### config.mk
export PLATFORM = sky130hd
export DESIGN_NAME = subleq_fetch
export DESIGN_NICKNAME = d
export VERILOG_FILES = /design/src/rtl/subleq_fetch.sv
export SDC_FILE = /design/constraint.sdc
export NUM_CORES = 1
export LEC_CHECK = 0
export BUFFER_PORTS_ARGS = -buffer_cell sky130_fd_sc_hd__buf_2
export CAP_MARGIN = 25
export CORE_ASPECT_RATIO = 0.7
export CORE_UTILIZATION = 25
export DETAILED_ROUTE_END_ITERATION = 10
export GPL_TIMING_DRIVEN = 0
export PLACE_DENSITY = 0.48
export SYNTH_ARGS = -nofsm -noshare
export SYNTH_HDL_FRONTEND = slang
export SYNTH_SLANG_ARGS = --single-unit
### constraint.sdc
create_clock -name clk -period 1.9 [get_ports clk]
set_input_delay 0.19 -clock clk [delete_from_list [all_inputs] [get_ports clk]]
set_output_delay 0.19 -clock clk [all_outputs]
set_load 0.005 [all_outputs]
### src/rtl/subleq_fetch.sv
// Subleq instruction fetch/decode stage: PC-driven ROM fetch, field slicing, valid/ready hand-off.
// Optional illegal-opcode trap enabled by defining FETCH_ILLEGAL_TRAP_EN.
module subleq_fetch #(
    parameter int unsigned P_ADDR = 8,
    parameter int unsigned P_MEM  = 256,
    parameter int unsigned P_DATA = 27
) (
    input  logic              clk,
    input  logic              rst_n,
    output logic [P_ADDR-1:0] rom_addr,
    input  logic [P_DATA-1:0] rom_data,
    output logic              ins_valid,
    input  logic              ins_ready,
    output logic [2:0]        ins_op,
    output logic [7:0]        ins_a,
    output logic [7:0]        ins_b,
    output logic [7:0]        ins_c,
    output logic [P_ADDR-1:0] ins_pc,
    input  logic              br_valid,
    input  logic [P_ADDR-1:0] br_target,
    output logic              halted
);

    typedef enum logic [1:0] {StIdle, StRun, StHalt} state_e;

    localparam logic [P_ADDR-1:0] LastPc = P_ADDR'(P_MEM - 1);
    localparam logic [P_ADDR:0]   MemTop = (P_ADDR + 1)'(P_MEM);

    state_e              state_q;
    logic [P_ADDR-1:0]   pc_q;
    logic [P_DATA-1:0]   word_q;
    logic [P_ADDR-1:0]   ins_pc_q;
    logic                valid_q;
    logic                halted_q;

    logic [P_ADDR-1:0]   pc_inc;
    logic [P_ADDR-1:0]   br_pc;
    logic                advance;
    logic                illegal;

    always_comb begin
        pc_inc  = (pc_q == LastPc) ? '0 : pc_q + 1'b1;
        // Out-of-range redirect targets fold back to address 0.
        br_pc   = ({1'b0, br_target} >= MemTop) ? '0 : br_target;
        advance = !valid_q || ins_ready;
        illegal = (rom_data[26:24] == 3'b011) ||
                  (rom_data[26] && (rom_data[25:24] != 2'b00));
    end

    always_ff @(posedge clk or negedge rst_n) begin
        if (!rst_n) begin
            state_q  <= StIdle;
            pc_q     <= '0;
            word_q   <= '0;
            ins_pc_q <= '0;
            valid_q  <= 1'b0;
            halted_q <= 1'b0;
        end else begin
            unique case (state_q)
                StIdle: begin
                    if (br_valid) pc_q <= br_pc;
                    state_q <= StRun;
                end
                StRun: begin
                    if (br_valid) begin
                        valid_q <= 1'b0;
                        pc_q    <= br_pc;
                    end else if (advance) begin
`ifdef FETCH_ILLEGAL_TRAP_EN
                        if (illegal) begin
                            // PC stays on the offending word so it remains visible on rom_addr.
                            valid_q  <= 1'b0;
                            halted_q <= 1'b1;
                            state_q  <= StHalt;
                        end else begin
                            word_q   <= rom_data;
                            ins_pc_q <= pc_q;
                            valid_q  <= 1'b1;
                            pc_q     <= pc_inc;
                        end
`else
                        word_q   <= rom_data;
                        ins_pc_q <= pc_q;
                        valid_q  <= 1'b1;
                        pc_q     <= pc_inc;
`endif
                    end
                end
                default: begin
                    state_q <= StHalt;
                end
            endcase
        end
    end

    assign rom_addr  = pc_q;
    assign ins_valid = valid_q;
    assign ins_op    = word_q[26:24];
    assign ins_a     = word_q[23:16];
    assign ins_b     = word_q[15:8];
    assign ins_c     = word_q[7:0];
    assign ins_pc    = ins_pc_q;

`ifdef FETCH_ILLEGAL_TRAP_EN
    assign halted = halted_q;
`else
    assign halted = 1'b0;
    logic unused_trap;
    assign unused_trap = halted_q ^ illegal;
`endif

endmodule

==> results.ini, run 1 <==
[outcome]
status=finished clean

[global_route]
antenna_found_initial=0
grt_usage_pct=11.4
grt.overflow.total=0
grt_pass1_wl_um=7390
first_global_vias=1495
grt_max_degree=39

[sta]
finalClockSkew_ns=0.00370
rsz0062_at_grt=false
fin_crit_ns=1.74
final.period_utilization_pct=91.7
finalSetupViolations=0
whs_ns=0.137
setup_tns_ns=0
hold_violations=0
timing.fmax_mhz=574
maxSlewViolCount=0

[logic_synthesis]
seq_area_frac_synth_pct=57.3
ys_warn_count=0
synth.distinct_cells=34
syn_area_per_cell_um2=13.7
synth_area_um2=2010
syn_inst=147
synth_nets=187
ys_ff_latch=46

[critical_path]
start_kind=flip-flop
reg2reg_slack_ns=0.16
worst-path-buf-inv=0
cp_cell_sequence=ha_1, and3_1, a31oi_2, a211o_1, a22o_1
rr_startpoint=rom_addr[1]
critPathSlowestCell=dfrtp_1
critPathTopFamily=compound AO/OA/AOI/OAI gates
cp.required_ns=2.07
slowest_delay_ns=0.43
critPathKind=flip-flop to flip-flop
critPathArrivalTime_ns=1.91
rr_endpoint=rom_addr[7]
crit_cells=5
end_kind=flip-flop
crit_fanout=6
rr_worst_depth=5

[cts]
worstSkewPairLatency_ns=0.28
cts_setup_buffers=0
cts_sinks=46
cts_resized=0
cts_hold_buf=1
clkTransAtPathRegs_ns=0.06
cts_root_buf=clkbuf_16
clock_path_buffers=2
htreeDepth=2
cts_buffers=5
tritoncts=done

[power]
max-vdd-ir-drop_mv=0.330
powerDensity_nw_per_um2=986
power.leakage_nw=1.35
power_w=0.00270

[floorplanning]
fp.dieH_um=77.0
fp.dieW_um=109
die_area_um2=8400
ios=84
core-area_um2=7550
initial_core_util_pct=26.6
std_cell_rows=26

[cells_and_area]
finalInstanceArea_um2=2740
mostFrequentLayoutCell=buf_2
final_core_util_pct=36.3
nFillCells=775
layout_common_cells=83 x buf_2, 46 x dfrtp_1, 18 x mux2_2
syn_to_final_growth_pct=36.3
n_antenna_cell=0
drive_gt1_share_pct=56.1
nNetsFinal=278

[route]
wl_um=4530
ant_nets=0
route.detailed.drc=0
via_per_inst=4.35
vias=1466
drt_iter0_drc=81
dr.pass1.iters=4
routedWlPerCell_um=13.4

[run]
drv_cap=0

[hold_path]
hold_depth=2
hp-start=rom_data[16]
worstHoldPathType=input pin to flip-flop
hold-path-endpoint=word_q[16]

[placed_design]
routabilityCongestion=0.726
io_buffers=82
dpl-instance-area_um2=2560
dp_hpwl_um=3400

[per-layer routing]
layer | part of all wire (%) | global-route usage, %
met3 | 8.2 | 4.17
met2 | 43 | 17.8
met4 | 0.31 | 2.03
met5 | 0 | 0
met1 | 48 | 15.2
[power by group]
part           leakage, nW  internal, W  switching, W
registers            0.539      0.00112     0.0000944
logic                0.735     0.000301      0.000212
clock network       0.0771     0.000621      0.000350
total                 1.35      0.00204      0.000657
[per-stage QoR]
stage,setup WS [ns],instances
after floorplan,0.354,147
after global placement,0.187,327
after detailed placement,0.177,328
after CTS,0.157,337
after global routing,0.0505,337
final,0.158,337
[flip-flops by register name (all words and copies together), names as in the netlist]
name / flops
ins_pc: 8
ins_valid: 1
rom_addr: 8
state_q: 2
word_q: 27
[final cells by class]
cell class | instances | area, um^2 | area share, %
clock buffer | 6 | 129 | 4.71
multi-input combinational | 88 | 773 | 28.2
clock inverter | 2 | 37.5 | 1.37
buffer | 8 | 65.1 | 2.38
timing repair buffer | 84 | 440 | 16.1
tap | 98 | 123 | 4.48
sequential | 46 | 1150 | 42.0
inverter | 5 | 18.8 | 0.686
[logic make-up (layout without fill, tap and decap cells)]
| logic type | after synthesis | in the layout | synth area share [%] |
|---|---|---|---|
| AO/OA/AOI/OAI | 25 | 25 | 8.60 |
| adder cells (fa/ha/maj) | 1 | 1 | 0.623 |
| buffers and inverters | 13 | 105 | 4.17 |
| flip-flops | 46 | 46 | 57.3 |
| multiplexers | 34 | 34 | 21.6 |
| other | 1 | 1 | 0.187 |
| AND/OR/NAND/NOR | 27 | 27 | 7.54 |
[worst register-to-register path: stages, from the launching register on]
cell     delay [ns]
dfrtp_1        0.43
ha_1           0.24
and3_1         0.29
a31oi_2        0.17
a211o_1        0.28
a22o_1         0.22
[worst max-delay path by stage]
| stage | start | to | slack (ns) |
|---|---|---|---|
| global placement | rom_addr[1] | rom_addr[7] | 0.19 |
| detailed placement | rom_addr[1] | rom_addr[7] | 0.18 |
| finish | rom_addr[1] | rom_addr[7] | 0.16 |
| CTS | rom_addr[1] | rom_addr[7] | 0.16 |
| global route | rom_addr[1] | rom_addr[7] | 0.05 |
| floorplan | rom_addr[1] | rom_addr[7] | 0.35 |
[cell usage after synthesis (all sizes together)]
library cell  number  share of area (%)
a22o               1               0.44
mux2              32                 21
o21ai              9                2.2
mux2i              2                1.0
a211oi             2               0.75
a31oi              2               0.93
dfrtp             46                 57
nor3b              1               0.93
o31ai              1               0.37
a211o              1               0.44
conb               1               0.19
o31a               1               0.44
or2                1               0.31
ha                 1               0.62
o22ai              2               0.62
nand3              6                1.5
a22oi              1               0.37
a21oi              2               0.69
nand2              7                1.4
and3               3               0.93
a2bb2oi            3                1.3
nor2               3               0.56
clkbuf             2               0.37
nor3               4                1.0
inv                5               0.93
buf                6                2.9
nand2b             1               0.31
or3b               1               0.56
Power figures use the tool's default switching activity.
==> inputs of run 2 (changes only) <==
- CELL_PAD_IN_SITES_DETAIL_PLACEMENT: default -> 0
- CELL_PAD_IN_SITES_GLOBAL_PLACEMENT: default -> 1
- PLACE_DENSITY: 0.48 -> 0.58
- SLEW_MARGIN: default -> 15
==> results.ini, run 2 (synthesis gave the netlist of run 1 again) <==
[placed_design]
routabilityCongestion=0.756
dp_hpwl_um=3420
io_buffers=82
placedCellCount=328

[route]
routedWlPerCell_um=13.4
wl_um=4530
drt_iter0_drc=58
ant_nets=0
vias=1470
dr.pass1.iters=4
route.detailed.drc=0
via_per_inst=4.36

[global_route]
antenna_found_initial=0
grt_pass1_wl_um=7200
grt_max_degree=27
first_global_vias=1449
grt_usage_pct=11.2
grt.overflow.total=0

[cells_and_area]
final_cells=337
regMostFlops=word_q
largest_reg_flops=27
n_antenna_cell=0
layout_common_cells=83 x buf_2, 46 x dfrtp_1, 18 x mux2_2
nNetsFinal=278
syn_to_final_growth_pct=35.4
mostFrequentLayoutCell=buf_2
drive_gt1_share_pct=56.1

[hold_path]
worstHoldPathType=input pin to flip-flop
hp-start=rom_data[22]

[power]
p_sw_w=0.000647
seq_power_share_pct=47.0
comb_power_share_pct=19.6
power_w=0.00259
internal_power_w=0.00194
power.leakage_nw=1.35
max-vdd-ir-drop_mv=0.344
powerDensity_nw_per_um2=952
switching_share_pct=25.0
clock_power_share_pct=33.5

[sta]
finalClockSkew_ns=0.00510
worst_slew_pin_slew_ns=0.524
hold_violations=0
timing.fmax_mhz=580
setup_tns_ns=0
maxSlewViolCount=0
slew_headroom_pct=65.0
finalSetupViolations=0
rsz0062_at_grt=false
fin_crit_ns=1.72
final.period_utilization_pct=90.7

[cts]
tritoncts=done
worstSkewPairLatency_ns=0.28
clock_path_buffers=2
htreeDepth=2
cts_sinks=46
clkTransAtPathRegs_ns=0.06
cts_root_buf=clkbuf_16
cts_buffers=5
cts_resized=0

[critical_path]
critPathLaunch=rom_addr[1]
critPathArrivalTime_ns=1.89
critPathKind=flip-flop to flip-flop
rr_startpoint=rom_addr[1]
start_kind=flip-flop
end_kind=flip-flop
critPathSlowestCell=dfrtp_1
cp.required_ns=2.07
cp_cell_sequence=ha_1, and3_1, a31oi_2, a211o_1, a22o_1
crit_fanout=6
slowest_delay_ns=0.42

[floorplanning]
die_area_um2=8400
std_cell_rows=26
fp.dieH_um=77.0
fp.dieW_um=109
ios=84
initial_core_util_pct=26.6
core-area_um2=7550

[run]
drv_cap=0

[outcome]
status=finished clean

==> run 2: cell types whose count changed in the layout (fill, tap and decap cells not counted), sizes merged <==
cell      before  now
bufinv         1    0
clkinvlp       1    0
clkinv         0    1
clkbuf         8    9
==> run 2: repair_timing <==
item	4_1_cts	5_1_grt
setup endpoints to repair	0	0
endpoints found under the hold margin	20	0
buffers inserted	0	0
hold buffers	1	0
==> run 2: power by group through the flow <==
stage	Sequential [W]	Combinational (W)	Clock, W
global route	0.00124	0.000563	0.000942
floorplan	0.00124	0.000249	0
global placement	0.00123	0.000508	0
detailed placement	0.00123	0.000515	0
CTS	0.00122	0.000518	0.000899
finish	0.00122	0.000506	0.000866
==> run 2: worst max-delay path, delay by kind of cell (launching register included) <==
kind | cells | cell delay [ns]
AO/OA/AOI/OAI | 3 | 0.67
flip-flops | 1 | 0.42
AND/OR/NAND/NOR | 1 | 0.29
adder cells (fa/ha/maj) | 1 | 0.22
==> run 2: path summary, 6_finish.rpt <==
kind	endpoint	slack [ns]	cells after the start
setup reg to reg	rom_addr[7]	0.18	5
min in group asynchronous	ins_valid	0.42	2
setup / recovery	rom_addr[7]	0.18	5
hold reg to reg	ins_pc[3]	0.47	2
hold / removal	word_q[22]	0.14	2
max in group asynchronous	word_q[14]	0.97	3
==> run 2: metal layers <==
layer | vias up | GRT usage, % | part of all wire [%]
li1 | 712 | - | -
met1 | 700 | 16.3 | 51
met2 | 55 | 15.5 | 40
met3 | 3 | 4.34 | 8.6
met4 | 0 | 2.03 | 0.38
met5 | - | 0 | 0
==> run 2: through the flow <==
stage	area [um^2]	util, %	hold WS [ns]	setup WS, ns
floorplan	2010	-	-0.106	0.354
global placement	2540	33.7	0.421	0.144
detailed placement	2560	33.9	0.198	0.174
CTS	2720	36.0	0.130	0.157
global route	2720	36.0	0.132	0.0173
finish	2720	36.0	0.137	0.177
==> run 2: layout make-up <==
cell class / count / area [um^2]
buffer: 8 / 65.1
timing repair buffer: 84 / 440
inverter: 5 / 18.8
multi-input combinational: 88 / 773
sequential: 46 / 1150
clock buffer: 7 / 143
tap: 98 / 123
clock inverter: 1 / 5.00
fill: 766 / 4830
==> inputs of run 3 (changes only) <==
- CTS_BUF_LIST: default -> sky130_fd_sc_hd__clkbuf_4 sky130_fd_sc_hd__clkbuf_8
==> results.ini, run 3 (synthesis gave the netlist of run 1 again) <==
[outcome]
status=finished clean

[cts]
tritoncts=done
cts_hold_buf=1
cts_root_buf=clkbuf_8
clkTransAtPathRegs_ns=0.08
cts_setup_buffers=0
htreeDepth=2
cts_sinks=46
cts_resized=0
worstSkewPairLatency_ns=0.29
cts_buffers=5
clock_path_buffers=2

[critical_path]
crit_path_end=rom_addr[7]
critPathKind=flip-flop to flip-flop
rr_startpoint=rom_addr[0]
crit_fanout=5
start_kind=flip-flop
rr_worst_depth=5
critPathArrivalTime_ns=1.90
slowest_delay_ns=0.43
end_kind=flip-flop
cp_cell_sequence=ha_1, and3_1, a31oi_2, a211o_1, a22o_1
reg2reg_slack_ns=0.18
critPathSlowestCell=dfrtp_1
rr_endpoint=rom_addr[7]
cp.required_ns=2.08
critPathLaunch=rom_addr[0]

[power]
max-vdd-ir-drop_mv=0.323
power_w=0.00235
clock_power_share_pct=26.8
switching_share_pct=26.5
internal_power_w=0.00173
powerDensity_nw_per_um2=881
comb_power_share_pct=21.5
p_sw_w=0.000624
seq_power_share_pct=51.7
power.leakage_nw=1.33

[floorplanning]
std_cell_rows=26
fp.dieH_um=77.0
die_area_um2=8400
initial_core_util_pct=26.6
fp.dieW_um=109
core-area_um2=7550
ios=84

[route]
routedWlPerCell_um=13.4
dr.pass1.iters=4
route.detailed.drc=0
wl_um=4530
drt_iter0_drc=61
ant_nets=0
vias=1461
via_per_inst=4.34

[hold_path]
worstHoldPathType=input pin to flip-flop
hold_depth=2

[sta]
setup_tns_ns=0
rsz0062_at_grt=false
final.period_utilization_pct=90.6
finalClockSkew_ns=0.00338
slew_headroom_pct=65.3
timing.fmax_mhz=581
finalSetupViolations=0
whs_ns=0.125
fin_ws_ns=0.179
hold_violations=0
fin_crit_ns=1.72
maxSlewViolCount=0
worst_slew_pin_slew_ns=0.520

[cells_and_area]
syn_to_final_growth_pct=32.8
nFillCells=770
n_antenna_cell=0
multiInputGateArea_um2=773
largest_reg_flops=27
register_area_um2=1150
mostFrequentLayoutCell=buf_2
nNetsFinal=278
drive_gt1_share_pct=56.5
layout_common_cells=83 x buf_2, 46 x dfrtp_1, 18 x mux2_2
regMostFlops=word_q

[placed_design]
routabilityCongestion=0.756
dp_hpwl_um=3420
io_buffers=82
dp_slack_ns=0.174

[global_route]
grt_pass1_wl_um=7160
grt_max_degree=27
grt_usage_pct=11.1
grt.overflow.total=0
first_global_vias=1445
antenna_found_initial=0

[run]
drv_cap=0

-- run 3: worst min path at each step --
stage | from | end | slack [ns]
floorplan | rst_n | ins_pc[0] | -0.11
global placement | rom_data[22] | word_q[22] | 0.42
detailed placement | rst_n | ins_valid | 0.20
CTS | rom_data[22] | word_q[22] | 0.11
global route | rom_data[22] | word_q[22] | 0.11
finish | rom_data[22] | word_q[22] | 0.12
-- run 3: layout make-up --
| cell class | instances | share of cell area, % |
|---|---|---|
| Timing Repair Buffer | 84 | 16.5 |
| Multi-Input combinational cell | 88 | 29.0 |
| Clock inverter | 1 | 0.188 |
| Inverter | 5 | 0.704 |
| Clock buffer | 7 | 3.38 |
| Sequential cell | 46 | 43.2 |
| Tap cell | 98 | 4.60 |
| Buffer | 8 | 2.44 |
-- run 3: power by group through the flow --
stage / Sequential [W] / Clock (W) / Combinational, W
after floorplan: 0.00124 / 0 / 0.000249
after global placement: 0.00123 / 0 / 0.000508
after detailed placement: 0.00123 / 0 / 0.000515
after CTS: 0.00122 / 0.000659 / 0.000518
after global routing: 0.00124 / 0.000698 / 0.000563
final: 0.00122 / 0.000629 / 0.000506
-- run 3: per-layer routing --
| layer | global-route usage [%] | part of all wire (%) | vias to the layer above | wire, um |
|---|---|---|---|---|
| li1 | - | - | 704 | - |
| met3 | 4.34 | 8.4 | 0 | 382 |
| met1 | 16.0 | 52 | 701 | 2360 |
| met2 | 15.7 | 39 | 56 | 1780 |
| met4 | 2.03 | 0 | 0 | 0 |
| met5 | 0 | 0 | - | 0 |
-- run 3: per-stage QoR --
stage | cell area (um^2) | instances | util (%)
6_report | 2670 | 337 | 35.3
3_5_place_dp | 2560 | 328 | 33.9
5_1_grt | 2670 | 337 | 35.3
3_3_place_gp | 2540 | 327 | 33.7
4_1_cts | 2670 | 337 | 35.3
2_1_floorplan | 2010 | 147 | -
-- run 3: critical path, delay by kind of cell (launching register included) --
family / cells / cell delay (ns)
AO/OA/AOI/OAI: 3 / 0.67
adder cells (fa/ha/maj): 1 / 0.22
flip-flops: 1 / 0.43
AND/OR/NAND/NOR: 1 / 0.29
